[src/rtl/led_effect_ctrl.sv]
// LED effect sequencer: short press steps the effect mode, long press toggles run/pause.
// Optional macro PAUSE_BLINK_EN makes the paused pattern blink instead of freezing steady.
module led_effect_ctrl #(
    parameter int unsigned TICK_DIV   = 500000,
    parameter int unsigned STEP_TICKS = 20,
    parameter int unsigned LONG_TICKS = 100
) (
    input  logic       clk,
    input  logic       reset,
    input  logic       db,
    output logic [7:0] led,
    output logic [1:0] mode,
    output logic       running,
    output logic       ev_short,
    output logic       ev_long
);

    localparam int unsigned TW = (TICK_DIV > 1) ? $clog2(TICK_DIV) : 1;
    localparam int unsigned SW = (STEP_TICKS > 1) ? $clog2(STEP_TICKS) : 1;
    localparam int unsigned HW = (LONG_TICKS > 1) ? $clog2(LONG_TICKS) : 1;

    localparam logic [TW-1:0] TICK_LAST = TW'(TICK_DIV - 1);
    localparam logic [SW-1:0] STEP_LAST = SW'(STEP_TICKS - 1);
    localparam logic [HW-1:0] HOLD_LAST = HW'(LONG_TICKS - 1);

    typedef enum logic [1:0] {StIdle, StPressed, StLongHeld} state_t;

    state_t        state_q;
    logic [TW-1:0] tick_cnt_q;
    logic [SW-1:0] step_cnt_q;
    logic [HW-1:0] hold_cnt_q;
    logic          db_q;
    logic          dir_left_q;
    logic [7:0]    pattern_q;

    logic       tick;
    logic       press;
    logic       short_acc;
    logic       long_acc;
    logic [1:0] next_mode;
    logic [7:0] seed_pat;
    logic [7:0] step_pat;
    logic       step_dir;

    assign tick      = (tick_cnt_q == TICK_LAST);
    assign press     = db & ~db_q;
    assign short_acc = (state_q == StPressed) & ~db;
    // Release has priority over a threshold tick in the same cycle.
    assign long_acc  = (state_q == StPressed) & db & tick & (hold_cnt_q == HOLD_LAST);
    assign next_mode = mode + 2'd1;

    always_ff @(posedge clk or negedge reset) begin
        if (!reset) begin
            tick_cnt_q <= '0;
            db_q       <= 1'b1;
        end else begin
            tick_cnt_q <= tick ? '0 : tick_cnt_q + TW'(1);
            db_q       <= db;
        end
    end

    always_ff @(posedge clk or negedge reset) begin
        if (!reset) begin
            state_q    <= StIdle;
            hold_cnt_q <= '0;
            ev_short   <= 1'b0;
            ev_long    <= 1'b0;
        end else begin
            ev_short <= short_acc;
            ev_long  <= long_acc;
            unique case (state_q)
                StIdle: begin
                    if (press) begin
                        state_q    <= StPressed;
                        hold_cnt_q <= '0;
                    end
                end
                StPressed: begin
                    if (short_acc) begin
                        state_q <= StIdle;
                    end else if (long_acc) begin
                        state_q <= StLongHeld;
                    end else if (tick) begin
                        hold_cnt_q <= hold_cnt_q + HW'(1);
                    end
                end
                StLongHeld: begin
                    if (!db) state_q <= StIdle;
                end
                default: state_q <= StIdle;
            endcase
        end
    end

    always_comb begin
        seed_pat = 8'h01;
        unique case (next_mode)
            2'd1:    seed_pat = 8'h80;
            2'd3:    seed_pat = 8'h00;
            default: seed_pat = 8'h01;
        endcase
    end

    always_comb begin
        step_pat = pattern_q;
        step_dir = dir_left_q;
        unique case (mode)
            2'd0: step_pat = {pattern_q[6:0], pattern_q[7]};
            2'd1: step_pat = {pattern_q[0], pattern_q[7:1]};
            2'd2: begin
                // Turn around on the end LED so each end shows exactly once per sweep.
                if (dir_left_q) begin
                    if (pattern_q[7]) begin
                        step_pat = pattern_q >> 1;
                        step_dir = 1'b0;
                    end else begin
                        step_pat = pattern_q << 1;
                    end
                end else begin
                    if (pattern_q[0]) begin
                        step_pat = pattern_q << 1;
                        step_dir = 1'b1;
                    end else begin
                        step_pat = pattern_q >> 1;
                    end
                end
            end
            default: step_pat = (pattern_q == 8'hFF) ? 8'h00 : {pattern_q[6:0], 1'b1};
        endcase
    end

    always_ff @(posedge clk or negedge reset) begin
        if (!reset) begin
            pattern_q  <= 8'h01;
            mode       <= 2'd0;
            running    <= 1'b1;
            dir_left_q <= 1'b1;
            step_cnt_q <= '0;
        end else if (short_acc) begin
            mode       <= next_mode;
            pattern_q  <= seed_pat;
            dir_left_q <= 1'b1;
            step_cnt_q <= '0;
        end else if (long_acc) begin
            running    <= ~running;
            step_cnt_q <= '0;
        end else if (running && tick) begin
            if (step_cnt_q == STEP_LAST) begin
                step_cnt_q <= '0;
                pattern_q  <= step_pat;
                dir_left_q <= step_dir;
            end else begin
                step_cnt_q <= step_cnt_q + SW'(1);
            end
        end
    end

`ifdef PAUSE_BLINK_EN
    logic          blink_q;
    logic [SW-1:0] blink_cnt_q;

    always_ff @(posedge clk or negedge reset) begin
        if (!reset) begin
            blink_q     <= 1'b1;
            blink_cnt_q <= '0;
        end else if (running) begin
            blink_q     <= 1'b1;
            blink_cnt_q <= '0;
        end else if (tick) begin
            if (blink_cnt_q == STEP_LAST) begin
                blink_cnt_q <= '0;
                blink_q     <= ~blink_q;
            end else begin
                blink_cnt_q <= blink_cnt_q + SW'(1);
            end
        end
    end

    assign led = running ? pattern_q : (pattern_q & {8{blink_q}});
`else
    assign led = pattern_q;
`endif

endmodule
[config.mk]
export PLATFORM = sky130hd
export DESIGN_NAME = led_effect_ctrl
export DESIGN_NICKNAME = d
export VERILOG_FILES = /design/src/rtl/led_effect_ctrl.sv
export SDC_FILE = /design/constraint.sdc
export NUM_CORES = 1
export LEC_CHECK = 0
export ABC_AREA = 1
export CAP_MARGIN = 25
export CORE_UTILIZATION = 40
export CTS_CLUSTER_DIAMETER = 200
export DETAILED_ROUTE_END_ITERATION = 10
export PLACE_DENSITY = 0.56
export SLEW_MARGIN = 20
export SYNTH_ARGS = -nofsm -noshare
export SYNTH_HDL_FRONTEND = slang
export SYNTH_SLANG_ARGS = --single-unit
[constraint.sdc]
create_clock -name clk -period 2.3 [get_ports clk]
set_clock_uncertainty 0.2 [all_clocks]
set_input_delay 0.46 -clock clk [delete_from_list [all_inputs] [get_ports clk]]
set_output_delay 0.46 -clock clk [all_outputs]
set_load 0.005 [all_outputs]
Word-level counts from Yosys, hierarchy flattened
Cells that the tools add are included.
Cells by class
  bitwise logic cells: 9
  equal/unequal tests: 17
  reductions and logical operators: 13
  mux-type cells: 33
  add/sub/neg operators: 4
Operator list (count)
  8-bit 2-to-1 mux: 8
  7-bit 2-to-1 mux: 4
  8-bit case mux with 3 select lines: 1
  5-bit 2-to-1 mux: 4
  19-bit by 1-bit adder with 19-bit output, second input constant: 1
  19-bit == test, second input constant: 1
  19-bit 2-to-1 mux: 1
  8-bit case mux with 2 select lines: 1
  7-bit case mux with 2 select lines: 1
  2-bit != test, second input constant: 6
  8-bit == test, second input constant: 1
  1-bit 2-to-1 mux: 8
  2-bit 2-to-1 mux: 4
  2-bit nonzero test: 4
  7-bit by 1-bit adder with 7-bit output, second input constant: 1
  7-bit == test, second input constant: 1
  2-bit by 1-bit == test with 1-bit output, second input constant: 3
  2-bit == test, second input constant: 3
  2-bit case mux with 3 select lines: 1
  3-bit AND reduction: 2
  5-bit by 1-bit adder with 5-bit output, second input constant: 1
  1-bit bitwise AND: 5
  5-bit == test, second input constant: 1
  5-bit AND reduction: 1
  8 further kinds: 12
Storage, ports and cells
  bits in registers: 48
  logic and storage cells: 87
  input bits: 3

Longest topological paths before layout
Gate-level depths: netlist of the first run.
  depth in word-level cells: 7
  depth in mapped cells: 11

Least setup slack after synthesis of the first run
OpenSTA, ideal clock, no wires.
  kind: register to register
  from: register tick_cnt_q[0]
  to: register pattern_q[6] (netlist: led[6])
  stages on the path, launching flop included: 11
  clock period less this slack: 1819 ps
  arrival time: 1496 ps
  setup time: 123 ps
  slack: 481 ps
  path buffers: 1
  cells stage by stage: dfrtp_1 -> ha_1 -> nand3_2 -> inv_1 -> nand3_4 -> clkinv_2 -> nand2_4 -> nand3_4 -> buf_6 -> nand2_1 -> o21ai_2
Between the ends
  cells in the longest elaborated chain, start to end: 5
  elaborated cells on any way between the ends: 7
  classes of those cells: 2 x eq/ne; 2 x bitwise; 3 x reduce/logical
RTL lines
  start, declared: RTL line 29  | logic [TW-1:0] tick_cnt_q;
  start signal, assigned: RTL line 57  | tick_cnt_q <= tick ? '0 : tick_cnt_q + TW'(1);
  19-bit == test *: RTL line 45  | assign tick = (tick_cnt_q == TICK_LAST);
  1-bit bitwise AND (2 in series): RTL line 49  | assign long_acc = (state_q == StPressed) & db & tick & (hold_cnt_q == HOLD_LAST);
  2-bit != test (no line)
  3-bit AND reduction (no line) *
  end signal, assigned: RTL line 141  | pattern_q <= seed_pat;
  end signal, assigned: RTL line 150  | pattern_q <= step_pat;
  end, declared: RTL line 34  | logic [7:0] pattern_q;
Mark *: on every way between the ends. The rest lies on a longest branch, timed or not.
A chain may end at the register's enable or synchronous reset.

Final worst setup path of the first run
  from: register pattern_q[0] (netlist: led[0])
  to: output port led[0]
RTL lines
  end, declared: RTL line 11  | output logic [7:0] led,
No word-level cell between the ends.

==> results of run 1 <==
Yosys cell counts (all sizes together):
cell type | number | area share [%]
nand2 | 112 | 15
nor2 | 58 | 9.1
inv | 52 | 6.4
dfrtp | 44 | 36
nand3 | 42 | 7.9
o21ai | 22 | 4.8
xor2 | 15 | 4.3
nor3 | 11 | 2.0
nand4 | 10 | 2.0
ha | 9 | 3.7
a21oi | 4 | 0.66
buf | 4 | 1.6
dfstp | 4 | 3.4
clkbuf | 3 | 0.37
nand3b | 3 | 0.74
or2 | 2 | 0.41
xnor2 | 2 | 0.57
a211oi | 1 | 0.25
clkinv | 1 | 0.16
nor4 | 1 | 0.20
o21bai | 1 | 0.25
o22ai | 1 | 0.20
kinds of logic (layout without fill, tap and decap cells):
kind of cell               Yosys count  count (layout)  synth area share [%]
adders and majority gates            9               9                 3.686
DFF                                 48              48                 39.48
AOI/OAI and AO/OA                   29              29                 6.184
and+or+nand+nor                    239             239                 37.26
xor gates and xnor gates            17              17                 4.873
buffers and inverters               60              83                 8.517
registers in the layout (all words and copies together) (netlist names):
name        count
tick_cnt_q     19
led             8
ev_long         1
ev_short        1
hold_cnt_q      7
state_q         2
mode            2
dir_left_q      1
db_q            1
running         1
step_cnt_q      5
power breakdown:
group,internal (W),switching [W],leakage [nW]
registers,0.000948,0.000165,0.631
clock network,0.000323,0.000281,0.0552
logic,0.000387,0.000482,0.953
final timing paths:
path	start	endpoint	slack, ps	cells past startpoint
worst max register to register	mode[0]$_DFFE_PN0P_	led[7]$_DFFE_PN0P_	280	10
worst max-delay path	led[0]$_DFFE_PN1P_	led[0]	180	1
worst min-delay path	tick_cnt_q[0]$_DFF_PN0_	tick_cnt_q[0]$_DFF_PN0_	270	1
min in group asynchronous	reset	hold_cnt_q[3]$_DFFE_PN0P_	470	3
worst min register to register	tick_cnt_q[0]$_DFF_PN0_	tick_cnt_q[0]$_DFF_PN0_	270	1
max in group asynchronous	reset	dir_left_q$_DFFE_PN1P_	1150	3
cell usage in the layout, fill, tap and decap left out, types with 8 or more instances in the layout:
cell type        instances
ha_1                     9
o21ai_0                  8
xor2_1                  15
clkdlybuf4s50_1         14
nand4_1                 10
nand3_1                 39
inv_1                   45
nand2_2                  8
dfrtp_1                 44
nor2_1                  47
nor3_1                  10
nand2_1                102
through the flow:
stage / cells / hold WS [ps]
final: 524 / 265.4
after detailed placement: 515 / 257.9
after CTS: 524 / 269.3
after floorplan: 402 / -35.59
after global routing: 524 / 283.4
after global placement: 515 / 255.9
final cells by class:
class / instances / area, sq um
Fill cell: 747 / 3891
Multi-Input combinational cell: 294 / 1589
Sequential cell: 48 / 1206
Timing Repair Buffer: 22 / 212.7
Inverter: 53 / 200.2
Tap cell: 99 / 123.9
Clock buffer: 6 / 72.57
Clock inverter: 2 / 35.03
layer usage:
metal / wire (um) / vias up / part of all wire (%) / global-route usage (%)
met4: 78 / 0 / 1.2 / 5.195
met1: 3253 / 1153 / 52 / 25.01
met5: 0 / - / 0 / 0
li1: - / 1317 / - / -
met3: 145 / 8 / 2.3 / 3.047
met2: 2798 / 23 / 45 / 27.13
==> run summary, run 1 <==
Peak Freq -> 0.4718 GHz
CP Launch Type -> register
Ratio of cells with drive above 1 in the final layout -> 14.35%
Post-Layout Inst Area -> 0.003440 sq mm
Buffer count from post-CTS setup fixing -> 0
Die Height -> 89.40 um
RD Place Congestion -> 0.8725
CP delay by family, top -> flip-flops
Drc violations -> 0
Setup slack after layout -> 180.5 ps
Worst path required time -> 1640 ps
Critical path arrival -> 1460 ps
Post-CTS resize count -> 0
Critical-path cell list -> clkdlybuf4s50_1
DP Worst Slack -> 120.7 ps
Post-Synthesis Cells -> 402
Min Tclk post-route -> 2119 ps
Post-Route Setup TNS -> 0 ps
Hpwl dp -> 4686 um
Root Driver -> clkbuf_8
Setup repair after global routing missed its margin -> false
CP max stage cell -> dfstp_2
I/O Buffers -> 15
Die W -> 89.40 um
Hold Buf Count CTS -> 1
Initial core utilization -> 41.68%
Warnings, synthesis -> 0
Global route total overflow -> 0
Total wire length -> 6276 um
Worst path bufs/invs -> 1
Core Region -> 0.007331 sq mm
Clock Latency Late Sink -> 300 ps
Detailed-router iteration count before antenna repair -> 4
Placed cell area -> 0.003322 sq mm
Worst Setup End Kind -> primary output
Vias in the first global route -> 2,238
Final setup viols -> 0
Post-synthesis sequential area ratio -> 39.48%
CP max stage delay -> 630 ps
Global Route Usage Sum -> 17.52%
Post-DR wirelength/cell -> 11.98 um
Mapped Nets -> 414
Rel. slew slack -> 74.81%
I/O pin cnt -> 16
Finished Core Util -> 46.92%
Pleak -> 1.639 nW
Total Power -> 0.002585 W
Vias post-DR -> 2,501
Antenna violations before repair -> 0
Avg Inst Size Synth -> 7.601 sq um
First-pass GRT wire length -> 10,690 um
Hold Path Class -> reg -> reg
Via-per-instance ratio -> 4.773
Crit-path max FO -> 8
Largest net degree at the start of global routing -> 49
Status -> complete, no violations
FF+latch count, synth -> 48
Area growth from synthesis to layout -> 12.57%
Fin crit share -> 92.15%
Antenna Nets Post-Route -> 0
Synth cell types -> 35
Row cnt -> 31
Hold Violations, Final -> 0
Ant diodes -> 0
CTS buffer count -> 5
TritonCTS Sinks -> 48
IR drop worst, VDD -> 0.3384 mV
Clock-pin slew on the worst setup and hold paths -> 90 ps
CTS tree -> done
Clock buffer depth -> 2
Drt initial violations -> 118
Critical path class -> reg -> out
Maxcap violations -> 0
Pins Over Slew Limit -> 0
Htree depth -> 2
Cell Area, Synth -> 0.003055 sq mm
Die ar. -> 0.007992 sq mm
Final #Nets -> 436
P per Cell Area -> 751.4 mW/mm^2
Worst slew pin tran -> 377.0 ps
(Power assumes the default switching activity.)
==> run 2, diff against run 1 <==
--- a/config.mk
+++ b/config.mk
@@ -5,12 +5,13 @@
 export SDC_FILE = /design/constraint.sdc
 export NUM_CORES = 1
 export LEC_CHECK = 0
-export ABC_AREA = 1
 export CAP_MARGIN = 25
-export CORE_UTILIZATION = 40
+export CELL_PAD_IN_SITES_DETAIL_PLACEMENT = 2
+export CELL_PAD_IN_SITES_GLOBAL_PLACEMENT = 2
+export CORE_UTILIZATION = 38
 export CTS_CLUSTER_DIAMETER = 200
 export DETAILED_ROUTE_END_ITERATION = 10
-export PLACE_DENSITY = 0.56
+export PLACE_DENSITY = 0.77
 export SLEW_MARGIN = 20
 export SYNTH_ARGS = -nofsm -noshare
 export SYNTH_HDL_FRONTEND = slang
==> run 2 against run 1 <==
Against the previous run: cell area down 4.6%; critical path depth up 6; sequential cell count unchanged; non-clock buffer count up 23; die area down 7.8%; via count down 12%; worst hold slack better by 40 ps; fmax down 4.6%; global-route usage up 4.0 points; critical endpoint is now step_cnt_q[2]$_DFFE_PN0P_; worst setup slack worse by 100 ps; sequential share of layout area up 1.7 points.
==> run summary, run 2 <==
Hold Path Class -> reg -> reg
Drt initial violations -> 66 (-44%)
Post-Synthesis Cells -> 268 (-33%)
Cell with the most instances after synthesis -> dfrtp_1
Max reg flops -> 19 (unchanged)
Hpwl dp -> 5219 um (+11%)
Row cnt -> 30 (-3.2%)
Worst r2r dst -> step_cnt_q[2]$_DFFE_PN0P_
Ys async rst share -> 100.0% (unchanged)
Worst slew pin tran -> 436.0 ps (+59.03 ps)
Hold Violations, Final -> 0 (unchanged)
Post-DR wirelength/cell -> 17.75 um (+48%)
Initial core utilization -> 39.32% (-2.4 points)
Int Power -> 0.001447 W (-13%)
Final setup viols -> 0 (unchanged)
Area growth from synthesis to layout -> 22.86%
Htree depth -> 2 (unchanged)
Worst Hold End -> hold_cnt_q[6]$_DFFE_PN0P_
Warnings, synthesis -> 0 (unchanged)
Clock buffer depth -> 2 (unchanged)
RD Place Congestion -> 0.7652 (-12%)
Global Route Usage Sum -> 21.47% (+4.0 points)
Clock-pin slew on the worst setup and hold paths -> 90 ps (about the same)
CTS buffer count -> 5 (unchanged)
Ant diodes -> 0 (unchanged)
Drc violations -> 0 (unchanged)
Post-synthesis sequential area ratio -> 45.15% (+5.7 points)
TritonCTS Sinks -> 48 (unchanged)
HP Start -> hold_cnt_q[6]$_DFFE_PN0P_
Vias in the first global route -> 2,402 (+7.3%)
P per Cell Area -> 662.3 mW/mm^2 (-12%)
Post-Layout Inst Area -> 0.003282 sq mm (-4.6%)
Post-synth EDFFs -> 0 (unchanged)
Maxcap violations -> 0 (unchanged)
Mapped Nets -> 280 (-32%)
Antenna violations before repair -> 0 (unchanged)
Antenna Nets Post-Route -> 0 (unchanged)
Met1 GRT Util -> 26.83% (+1.8 points)
Combinational share of power -> 28.5% (-5.1 points)
Final #Nets -> 327 (-25%)
CP max stage cell -> dfrtp_1
Top cell type's share of synthesized area -> 41.22% (+5.2 points)
Core Region -> 0.006794 sq mm (-7.3%)
Hold Path Depth -> 1 (unchanged)
I/O Buffers -> 15 (unchanged)
Total wire length -> 7313 um (+17%)
Reg2reg start -> hold_cnt_q[1]$_DFFE_PN0P_
Root Driver -> clkbuf_8
Die Height -> 85.85 um (-4.0%)
Detailed-router iteration count before antenna repair -> 4 (unchanged)
Global route total overflow -> 0 (unchanged)
I/O pin cnt -> 16 (unchanged)
Crit-path max FO -> 4 (-4)
Placed cell area -> 0.003108 sq mm (-6.4%)
Most used routing layer -> met2
IR drop worst, VDD -> 0.2337 mV (-31%)
Critical path arrival -> 2200 ps (+740 ps)
CP max stage delay -> 370 ps (-260 ps)
Min Tclk post-route -> 2222 ps (+102.7 ps)
Worst Setup End Kind -> register
Synth cell types -> 54 (+54%)
Post-Route Setup TNS -> 0 ps (unchanged)
Finished Core Util -> 48.31% (+1.4 points)
GR Layer Usage met2 -> 39.42% (+12 points)
Cell Area, Synth -> 0.002671 sq mm (-13%)
Area leader, netlist -> dfrtp_1
Worst path required time -> 2280 ps (+640 ps)
Largest Register -> tick_cnt_q
Reg2Reg Setup Slack -> 80 ps (-200 ps)
Die W -> 85.85 um (-4.0%)
Most frequent cells in the layout -> dfrtp_1 (44), buf_4 (28), nand2_1 (22), nor2_1 (20), inv_1 (17)
Synth area leaders -> dfrtp_1 (41%), ha_1 (4.2%), dfstp_2 (3.9%), xnor2_1 (3.9%), nand2_1 (3.1%)
Status -> complete, no violations
Fin crit share -> 96.62% (+4.5 points)
CP Launch Type -> register
Rel. slew slack -> 70.93% (-3.9 points)
Avg Inst Size Synth -> 9.968 sq um (+31%)
Peak Freq -> 0.4500 GHz (-4.6%)
FF+latch count, synth -> 48 (unchanged)
Worst path bufs/invs -> 1 (unchanged)
R2R cell count -> 7 (-3)
Sw frac -> 33.41% (-2.5 points)
P_sw -> 0.0007262 W (-22%)
First-pass GRT wire length -> 12,300 um (+15%)
Pleak -> 1.391 nW (-15%)
CP delay by family, top -> simple AND/OR/NAND/NOR gates
Most common cell after layout, fill and taps aside -> dfrtp_1
CTS tree -> done
Seq pwr share -> 46.9% (+3.8 points)
Vias post-DR -> 2,209 (-12%)
Clock power share -> 24.6% (+1.2 points)
M3 GR Usage -> 2.695% (-0.35 points)
Ratio of cells with drive above 1 in the final layout -> 20.57% (+6.2 points)
Die ar. -> 0.007369 sq mm (-7.8%)
# fillers -> 727 (-2.7%)
Via-per-instance ratio -> 5.362 (+12%)
Critical path class -> reg -> reg
Critical-path cell list -> ha_1 -> nor2b_1 -> nand4_1 -> nor2b_1 -> o21ai_0 -> buf_4 -> o21ai_0
Pins Over Slew Limit -> 0 (unchanged)
Top_reg_cell synth -> dfrtp_1
Clock Latency Late Sink -> 300 ps (about the same)
Largest net degree at the start of global routing -> 49 (unchanged)
Total Power -> 0.002173 W (-16%)
Top post-synthesis cells by count -> dfrtp_1 (44), nand2_1 (22), nor2_1 (20)
-- run 2: area by class of cell --
type | count | area (sq um) | share of cell area, %
clock buffer | 7 | 86.33 | 2.631
clock inverter | 1 | 7.507 | 0.2287
inverter | 17 | 63.81 | 1.944
multi-input combinational | 198 | 1413 | 43.04
sequential | 48 | 1206 | 36.75
tap | 96 | 120.1 | 3.660
timing repair buffer | 45 | 385.4 | 11.74
-- run 2: metal layers --
| metal | up-vias | share of wire, % |
|---|---|---|
| met2 | 20 | 55 |
| met1 | 1126 | 43 |
| li1 | 1058 | - |
| met5 | - | 0 |
| met4 | 0 | 0.96 |
| met3 | 5 | 1.6 |
-- run 2: worst register-to-register path, stage by stage, from the launching register on --
cell     delay (ps)
dfrtp_1         370
ha_1            180
nor2b_1         340
nand4_1         290
nor2b_1         230
o21ai_0         230
buf_4           180
o21ai_0          70
-- run 2: repair_timing --
item	CTS	global route
hold buffers	1	0
pin swaps	0	1
setup endpoints to repair	3	16
gates resized for setup	1	6
setup buffers	0	4
endpoints found under the hold margin	44	0
-- run 2: kinds of logic after synthesis --
family                   share of synthesized area, %
AO/OA/AOI/OAI                                   14.57
multiplexers                                    1.874
flip-flops                                      45.15
adder cells (fa/ha/maj)                         4.216
buffers and inverters                           3.466
XOR/XNOR                                        6.557
AND/OR/NAND/NOR                                 24.17
-- run 2: worst max-delay path by stage --
stage                     slack (ps)  cells past startpoint                   endpoint                       from
after floorplan                  180                      6         led[6]$_DFFE_PN0P_    tick_cnt_q[0]$_DFF_PN0_
after global placement           -80                      6  hold_cnt_q[4]$_DFFE_PN0P_                         db
after detailed placement        -120                      6  hold_cnt_q[3]$_DFFE_PN0P_                         db
after CTS                        0.8                      6  hold_cnt_q[6]$_DFFE_PN0P_    tick_cnt_q[0]$_DFF_PN0_
after global routing             -50                      7  step_cnt_q[4]$_DFFE_PN0P_  hold_cnt_q[1]$_DFFE_PN0P_
final                             80                      7  step_cnt_q[2]$_DFFE_PN0P_  hold_cnt_q[1]$_DFFE_PN0P_
-- run 2: power by group through the flow --
stage          Combinational [W]  Sequential, W  Clock, W
2_1_floorplan           0.000399       0.000980         0
3_3_place_gp            0.000598        0.00103         0
3_5_place_dp            0.000623        0.00104         0
4_1_cts                 0.000631        0.00102  0.000563
5_1_grt                 0.000691        0.00103  0.000574
6_report                0.000620        0.00102  0.000534
-- run 2: metrics by stage --
step | std cells | hold slack, ps | worst slack [ps]
global placement | 399 | 267.9 | -77.55
detailed placement | 399 | 270.8 | -117.7
global route | 412 | 329.9 | -52.15
floorplan | 268 | -35.59 | 178.5
CTS | 408 | 307.2 | 0.7732
finish | 412 | 305.6 | 77.82
